**config.mk**
```make
export PLATFORM = sky130hd
export DESIGN_NAME = addac_vector_driver
export DESIGN_NICKNAME = d
export VERILOG_FILES = /design/src/rtl/addac_vector_driver.sv
export SDC_FILE = /design/constraint.sdc
export NUM_CORES = 1
export LEC_CHECK = 0
export ABC_AREA = 1
export BUFFER_PORTS_ARGS = -buffer_cell sky130_fd_sc_hd__buf_2
export CORE_AREA = 2 2 117 176
export DETAILED_ROUTE_END_ITERATION = 10
export DIE_AREA = 0 0 119 178
export GPL_TIMING_DRIVEN = 0
export PLACE_DENSITY = 0.58
export SYNTH_ARGS = -nofsm -noshare
export SYNTH_HDL_FRONTEND = slang
export SYNTH_SLANG_ARGS = --single-unit
```
**constraint.sdc**
```tcl
create_clock -name clk -period 4.6 [get_ports clk]
set_clock_uncertainty 0.15 [all_clocks]
set_input_delay 0.46 -clock clk [delete_from_list [all_inputs] [get_ports clk]]
set_output_delay 0.46 -clock clk [all_outputs]
set_load 0.03 [all_outputs]
```
**src/rtl/addac_vector_driver.sv**
```systemverilog
// addac_vector_driver: on-chip stimulus/response engine for the addac accumulator.
// Holds packed 12-bit vectors {clk2, sel0, sel1, a[3:0], cout_exp, s_exp[3:0]},
// drives the stimulus fields into an addac, samples {cout, s} SETTLE cycles later
// and keeps pass/fail statistics with the index of the first failing vector.
// Ports:
//   clk, rst             clock (rising edge), asynchronous active-low reset
//   ld_en/ld_addr/ld_data vector memory write port (only while not busy)
//   n_vec, start         run length (clamped to DEPTH) and run request pulse
//   drv_*                stimulus to the addac
//   dut_cout, dut_s      response from the addac
//   busy, done, pass     run status
//   err_count, vec_count saturating error count, vectors checked
//   fail_valid, fail_idx first failing vector capture
//   mismatch             one-cycle pulse for each failing vector
module addac_vector_driver #(
  parameter int unsigned DEPTH  = 11,
  parameter int unsigned AW     = 4,
  parameter int unsigned SETTLE = 1,
  parameter int unsigned CW     = 8
) (
  input  logic          clk,
  input  logic          rst,
  input  logic          ld_en,
  input  logic [AW-1:0] ld_addr,
  input  logic [11:0]   ld_data,
  input  logic [AW:0]   n_vec,
  input  logic          start,
  output logic          drv_clk2,
  output logic          drv_sel0,
  output logic          drv_sel1,
  output logic [3:0]    drv_a,
  input  logic          dut_cout,
  input  logic [3:0]    dut_s,
  output logic          busy,
  output logic          done,
  output logic          pass,
  output logic [CW-1:0] err_count,
  output logic [AW:0]   vec_count,
  output logic          fail_valid,
  output logic [AW-1:0] fail_idx,
  output logic          mismatch
);

  localparam int unsigned SCW     = 4;
  localparam logic [AW:0] DEPTH_W = (AW+1)'(DEPTH);

  localparam logic [2:0] S_IDLE   = 3'd0;
  localparam logic [2:0] S_APPLY  = 3'd1;
  localparam logic [2:0] S_SETTLE = 3'd2;
  localparam logic [2:0] S_CHECK  = 3'd3;
  localparam logic [2:0] S_DONE   = 3'd4;

  typedef struct packed {
    logic       clk2;
    logic       sel0;
    logic       sel1;
    logic [3:0] a;
  } drv_t;

  typedef struct packed {
    drv_t       drv;
    logic       cout;
    logic [3:0] s;
  } vec_t;

  vec_t           mem_q [DEPTH];
  vec_t           cur;
  logic           ld_we;

  logic [2:0]     state_q, state_d;
  logic [AW-1:0]  idx_q, idx_d;
  logic [AW:0]    n_lat_q, n_lat_d;
  logic [SCW-1:0] cnt_q, cnt_d;
  drv_t           drv_q, drv_d;
  logic           busy_q, busy_d;
  logic           done_q, done_d;
  logic           pass_q, pass_d;
  logic [CW-1:0]  err_q, err_d;
  logic [AW:0]    vec_q, vec_d;
  logic           fv_q, fv_d;
  logic [AW-1:0]  fidx_q, fidx_d;
  logic           mm_q, mm_d;
  logic [AW:0]    n_clamp;

  // Vector memory: writable only when no run is in progress; out-of-range addresses dropped.
  assign ld_we = ld_en && (state_q == S_IDLE || state_q == S_DONE) &&
                 ({1'b0, ld_addr} < DEPTH_W);

  always_ff @(posedge clk) begin
    if (ld_we) mem_q[ld_addr] <= vec_t'(ld_data);
  end

  assign cur     = mem_q[idx_q];
  assign n_clamp = (n_vec > DEPTH_W) ? DEPTH_W : n_vec;

  // Next-state and output computation.
  always_comb begin
    state_d = state_q;
    idx_d   = idx_q;
    n_lat_d = n_lat_q;
    cnt_d   = cnt_q;
    drv_d   = drv_q;
    busy_d  = busy_q;
    done_d  = done_q;
    pass_d  = pass_q;
    err_d   = err_q;
    vec_d   = vec_q;
    fv_d    = fv_q;
    fidx_d  = fidx_q;
    mm_d    = 1'b0;
    case (state_q)
      S_IDLE, S_DONE: begin
        if (start) begin
          n_lat_d = n_clamp;
          idx_d   = '0;
          err_d   = '0;
          vec_d   = '0;
          fv_d    = 1'b0;
          fidx_d  = '0;
          if (n_clamp == '0) begin
            state_d = S_DONE;
            busy_d  = 1'b0;
            done_d  = 1'b1;
            pass_d  = 1'b1;
          end else begin
            state_d = S_APPLY;
            busy_d  = 1'b1;
            done_d  = 1'b0;
            pass_d  = 1'b0;
          end
        end
      end
      S_APPLY: begin
        // Drive changes at the end of APPLY, so CHECK samples exactly SETTLE cycles later.
        drv_d   = cur.drv;
        cnt_d   = SCW'(1);
        state_d = (SETTLE == 1) ? S_CHECK : S_SETTLE;
      end
      S_SETTLE: begin
        if (cnt_q == SCW'(SETTLE - 1)) state_d = S_CHECK;
        else                           cnt_d   = cnt_q + SCW'(1);
      end
      S_CHECK: begin
        vec_d = vec_q + (AW+1)'(1);
        // Exact 4-state compare: any X/Z from the DUT is a failure.
        if ({dut_cout, dut_s} !== {cur.cout, cur.s}) begin
          mm_d = 1'b1;
          if (err_q != '1) err_d = err_q + CW'(1);
          if (!fv_q) begin
            fv_d   = 1'b1;
            fidx_d = idx_q;
          end
        end
        if ({1'b0, idx_q} == n_lat_q - (AW+1)'(1)) begin
          state_d = S_DONE;
          busy_d  = 1'b0;
          done_d  = 1'b1;
          pass_d  = (err_d == '0);
        end else begin
          idx_d   = idx_q + AW'(1);
          state_d = S_APPLY;
        end
      end
      default: begin
        state_d = S_IDLE;
        busy_d  = 1'b0;
      end
    endcase
  end

  // State and registered outputs.
  always_ff @(posedge clk or negedge rst) begin
    if (!rst) begin
      state_q <= S_IDLE;
      idx_q   <= '0;
      n_lat_q <= '0;
      cnt_q   <= '0;
      drv_q   <= '0;
      busy_q  <= 1'b0;
      done_q  <= 1'b0;
      pass_q  <= 1'b0;
      err_q   <= '0;
      vec_q   <= '0;
      fv_q    <= 1'b0;
      fidx_q  <= '0;
      mm_q    <= 1'b0;
    end else begin
      state_q <= state_d;
      idx_q   <= idx_d;
      n_lat_q <= n_lat_d;
      cnt_q   <= cnt_d;
      drv_q   <= drv_d;
      busy_q  <= busy_d;
      done_q  <= done_d;
      pass_q  <= pass_d;
      err_q   <= err_d;
      vec_q   <= vec_d;
      fv_q    <= fv_d;
      fidx_q  <= fidx_d;
      mm_q    <= mm_d;
    end
  end

  assign drv_clk2   = drv_q.clk2;
  assign drv_sel0   = drv_q.sel0;
  assign drv_sel1   = drv_q.sel1;
  assign drv_a      = drv_q.a;
  assign busy       = busy_q;
  assign done       = done_q;
  assign pass       = pass_q;
  assign err_count  = err_q;
  assign vec_count  = vec_q;
  assign fail_valid = fv_q;
  assign fail_idx   = fidx_q;
  assign mismatch   = mm_q;

endmodule

```
### Yosys cells after proc, flatten, opt, wreduce, memory -nomap -nowiden

Memories as Yosys holds them, arrays and structs flattened.
Cells that the tools add are included.

* bits in registers: 45
* memories: 1
* memory bits (writable): 132
* logic and storage cells: 97
* input bits: 30

* $add $sub $neg: 5
* bitwise gates (word level): 1
* equal/unequal tests: 14
* reduce and logical (&&, ||, !) cells: 20
* muxes and demuxes: 38
* magnitude comparators: 2

Memory list
* mem_q: words 11, width 12, read ports 1, clocked after memory_dff 0, write ports 1, RTL line 66 `vec_t mem_q [DEPTH];`

Operator list (number)
* $mux W8: 4
* $pmux W4 S2: 3
* $mux W4: 5
* $pmux W8 S2: 1
* $ne A2 B2 Y1 const B: 7
* $mux W1: 13
* $mux W3: 4
* $pmux W3 S4: 1
* $reduce_and A3 Y1: 4
* $mux W5: 2
* $pmux W5 S2: 1
* $add A4 B1 Y4 const B: 2
* $add A8 B1 Y8 const B: 1
* $logic_not A8 Y1: 1
* $ne A8 B8 Y1 const B: 1
* $reduce_and A2 Y1: 4
* $eq A3 B2 Y1 const B: 2
* $pmux W1 S2: 3
* $add A5 B1 Y5 const B: 1
* $eq A4 B5 Y1: 1
* $gt A5 B4 Y1 const B: 1
* $logic_not A5 Y1: 1
* $nex A5 B5 Y1: 1
* $sub A5 B1 Y5 const B: 1
* other kinds (12): 15

### Longest topological paths before layout

* word-level depth: 7
* depth in mapped cells: 23

### Least setup slack after synthesis

Ideal clock, no wire load.

* path kind: register to register
* start: register state_q[1]
* end: memory mem_q[3][0] (netlist bit) (enable)
* cell stages (with the launch flop): 4
* slack: 2.226 ns
* path buffers: 0
* data arrival time: 1.811 ns
* path through: dfrtp_1 -> nor2_1 -> nand2_1 -> nor4_1

* word-level cells in the longest chain between the ends: 6
* elaborated cells between the ends (all ways): 7
* those cells by class: eq/ne: 1; mux: 2; reduce/logical: 4

RTL lines
* start, declared: RTL line 70 `logic [2:0] state_q, state_d;`
* start signal, assigned: RTL line 188 `state_q <= state_d;`
* $eq A3 B3 Y1 or $logic_not A3 Y1 (tied branches): RTL line 86 `assign ld_we = ld_en && (state_q == S_IDLE || state_q == S_DONE) &&`
* $logic_or A1 B1 Y1 (*): RTL line 86
* $logic_and A1 B1 Y1 (*) (2 in a row): RTL line 86
* $mux W1 (*): RTL line 90 `if (ld_we) mem_q[ld_addr] <= vec_t'(ld_data);`
* $mux W1 (implied by the code) (*): RTL line 90
* end, declared: RTL line 66

Mark *: on every way between the ends. The rest lies on a longest branch, timed or not.

### Worst setup path after layout

* start: register state_q[1]
* end: memory mem_q[4][2] (netlist bit) (enable)

The elaborated chain is that of the path after synthesis.

==> out/results.ini <==
[outcome]
outcome=finished clean

[logic_synthesis]
avgSynthCellArea_um2=10.6
syn_inst=728
synth_seq_cells=177
netlist_area_mm2=0.00774
synth_nets=764
ys_types=41
synth-seq-area-share=0.658
yosys_warnings=0

[cts]
cts_sinks=177
postCtsSetupBuffers=0
clk_path_buf_depth=2
cts_tree=done
cts_made_buffers=17
h-tree-depth=4
clk-insertion-delay-late_ns=0.43
clkSlewWorstSetupHoldPaths_ns=0.07
postCtsHoldBufs=0
post_cts_resized=0
cts_root_buf=clkbuf_16

[route]
first_iter_violations=440
met3WireLength_um=643
drt-wirelength-per-cell_um=17.3
remaining_drc_errors=0
wirelength_met1_um=7820
vias=5473
avgViaCountPerCell=5.06
detail_route.wirelength_um=18700
dr.max_layer_used=met5
met2WireLength_um=9820
first_pass_iters=5
antenna_left=0

[place]
dp_hpwl_um=12800
placed_area_mm2=0.00840
gp_congestion=0.779
port_buffers=58

[global_routing]
grt_pass1_wl_um=29000
track_usage=0.182
first_global_vias=5337
antenna_found_initial=1
grt-ovfl-total=0
grt_max_degree=46

[die]
rows=63
pin_count=59
die_w_um=119
die_y_um=178
core_area_mm2=0.0196
die_area_mm2=0.0212
start_util=0.394

[pwr]
ir_worst_vdd_uv=281
p_int_w=0.00337
p_seq_frac=0.364
power_density_mw_per_mm2=625
pwr-share-comb=0.384
p_clk_frac=0.252
switching_share=0.399
power.leakage_nw=3.66
finalPower_w=0.00561
netSwitchingPower_w=0.00224

[worst_setup_path]
start_kind=flip-flop
crit_fanout=12
end_kind=flip-flop
worst_ep_arrival_time_ns=2.70
required_ns=4.48
path_class=flip-flop to flip-flop

[timing]
rsz0062_at_grt=no
finalHoldWorstSlack_ns=0.0517
setup_viol=0
post-route-period-util=0.611
tightest_slew_ns=1.29
maxSlewHeadroom=0.137
maxSlewViolCount=0
setup_tns_ns=0
max_freq_mhz=356
final-hold-violation-count=0
period_minus_slack_ns=2.81

[finish]
nets=845
final_area_mm2=0.00897
layout-drive-gt1-share=0.156
fin_util=0.457
n_fill_cell=1788
diodes=0
syn_to_final_growth_pct=16.0

[job]
max-cap-violations=0

[hold_path]
hold_class=primary input to async pin

-- critical path, cell delays in order, from the launching register on --
cell     delay [ns]
dfrtp_1        0.39
nor2_1         0.21
nand2_1        0.20
a21oi_1        0.29
nand2_1        0.17
nor2_1         1.00
-- synth_stat cells (all sizes together) --
cell	instances	area (um2)
xnor2	3	26.3
nor3	6	30.0
clkinv	1	3.75
nand4	2	12.5
nand3	64	325
edfxtp	132	3960
a2bb2oi	1	8.76
o21ai	40	200
o22ai	16	100
o2111ai	6	52.6
a311o	1	10.0
nor2	53	220
a31o	1	8.76
buf	13	96.3
o21bai	1	7.51
ha	6	75.1
a21oi	35	175
dfrtp	45	1130
or3	1	6.26
a31oi	3	18.8
o211ai	12	90.1
clkbuf	14	52.6
nand3b	2	15.0
xor2	7	61.3
nand2	175	684
or2	2	12.5
nor4	1	6.26
inv	78	295
o21a	7	52.6
-- per-stage QoR --
step,setup WS [ns],instances
after floorplan,2.23,728
after global placement,0.560,1046
after detailed placement,1.62,1049
after CTS,1.60,1080
after global routing,1.58,1081
final,1.79,1081
-- per-layer routing --
| metal | track usage | up-vias |
|---|---|---|
| li1 | - | 2654 |
| met3 | 0.0342 | 27 |
| met4 | 0.0699 | 2 |
| met5 | 0 | - |
| met2 | 0.331 | 125 |
| met1 | 0.213 | 2665 |
-- placed cells by master, fill, tap and decap left out, types with 2 or more instances in the layout --
cell | synthesis | routed
nand2_1 | 168 | 168
edfxtp_1 | 132 | 132
inv_1 | 70 | 70
nand3_1 | 63 | 63
buf_2 | 5 | 63
nor2_1 | 50 | 46
dfrtp_1 | 45 | 45
a21oi_1 | 35 | 35
o21ai_0 | 34 | 34
clkbuf_16 | 0 | 17
o22ai_1 | 16 | 16
clkbuf_1 | 14 | 15
o211ai_1 | 12 | 12
inv_2 | 7 | 7
xor2_1 | 7 | 7
o21a_1 | 7 | 7
nor2_2 | 2 | 6
buf_4 | 4 | 6
nor3_1 | 6 | 6
o21ai_1 | 6 | 6
o2111ai_1 | 6 | 6
ha_1 | 6 | 6
nand2_2 | 5 | 5
buf_6 | 2 | 4
clkinv_1 | 1 | 3
a31oi_1 | 3 | 3
xnor2_1 | 3 | 3
inv_6 | 0 | 3
or2_2 | 2 | 2
nand4_1 | 2 | 2
nand2_4 | 2 | 2
nand3b_1 | 2 | 2
clkinvlp_4 | 0 | 2
bufinv_16 | 0 | 2
clkinv_4 | 0 | 2
-- state kept, by name, summed over array words and instances, names as in the netlist, 3 cells and up --
register / count
fail_idx: 4
mem_q: 132
vec_count: 5
drv_a: 4
cnt_q: 4
n_lat_q: 5
err_count: 8
idx_q: 4
state_q: 3
-- power groups by stage --
stage               combinational (W)  sequential (W)  clock (W)
floorplan                     0.00133         0.00225          0
global placement              0.00215         0.00207          0
detailed placement            0.00217         0.00207          0
CTS                           0.00218         0.00204    0.00143
global route                  0.00239         0.00206    0.00149
finish                        0.00216         0.00204    0.00141
-- worst paths after layout --
path	from	end	slack [ns]	depth (start not counted)
max	state_q[1]	mem_q[4][2]	1.79	5
min	rst	err_count[3]	0.05	1
max reg2reg	state_q[1]	mem_q[4][2]	1.79	5
min reg2reg	vec_count[4]	vec_count[4]	0.31	1
max in group asynchronous	rst	drv_sel1	3.58	1
min in group clk	n_vec[0]	n_lat_q[0]	0.15	3
-- cell families (layout without fill, tap and decap cells) --
kind of cell | count (synthesis) | in the layout | share of synthesized area
and+or+nand+nor | 306 | 306 | 0.170
adders and majority gates | 6 | 6 | 0.00970
buffers and inverters | 106 | 199 | 0.0579
DFF | 177 | 177 | 0.658
AOI/OAI and AO/OA | 123 | 123 | 0.0936
xor gates and xnor gates | 10 | 10 | 0.0113
-- area by class of cell --
class,count,area [um2],area share
Timing Repair Buffer,62,328,0.0365
Buffer,27,149,0.0166
Clock buffer,18,429,0.0478
Sequential cell,177,5090,0.567
Tap cell,260,325,0.0363
Multi-Input combinational cell,445,2220,0.247
Inverter,79,299,0.0333
Clock inverter,13,136,0.0152
(Power assumes the default switching activity.)
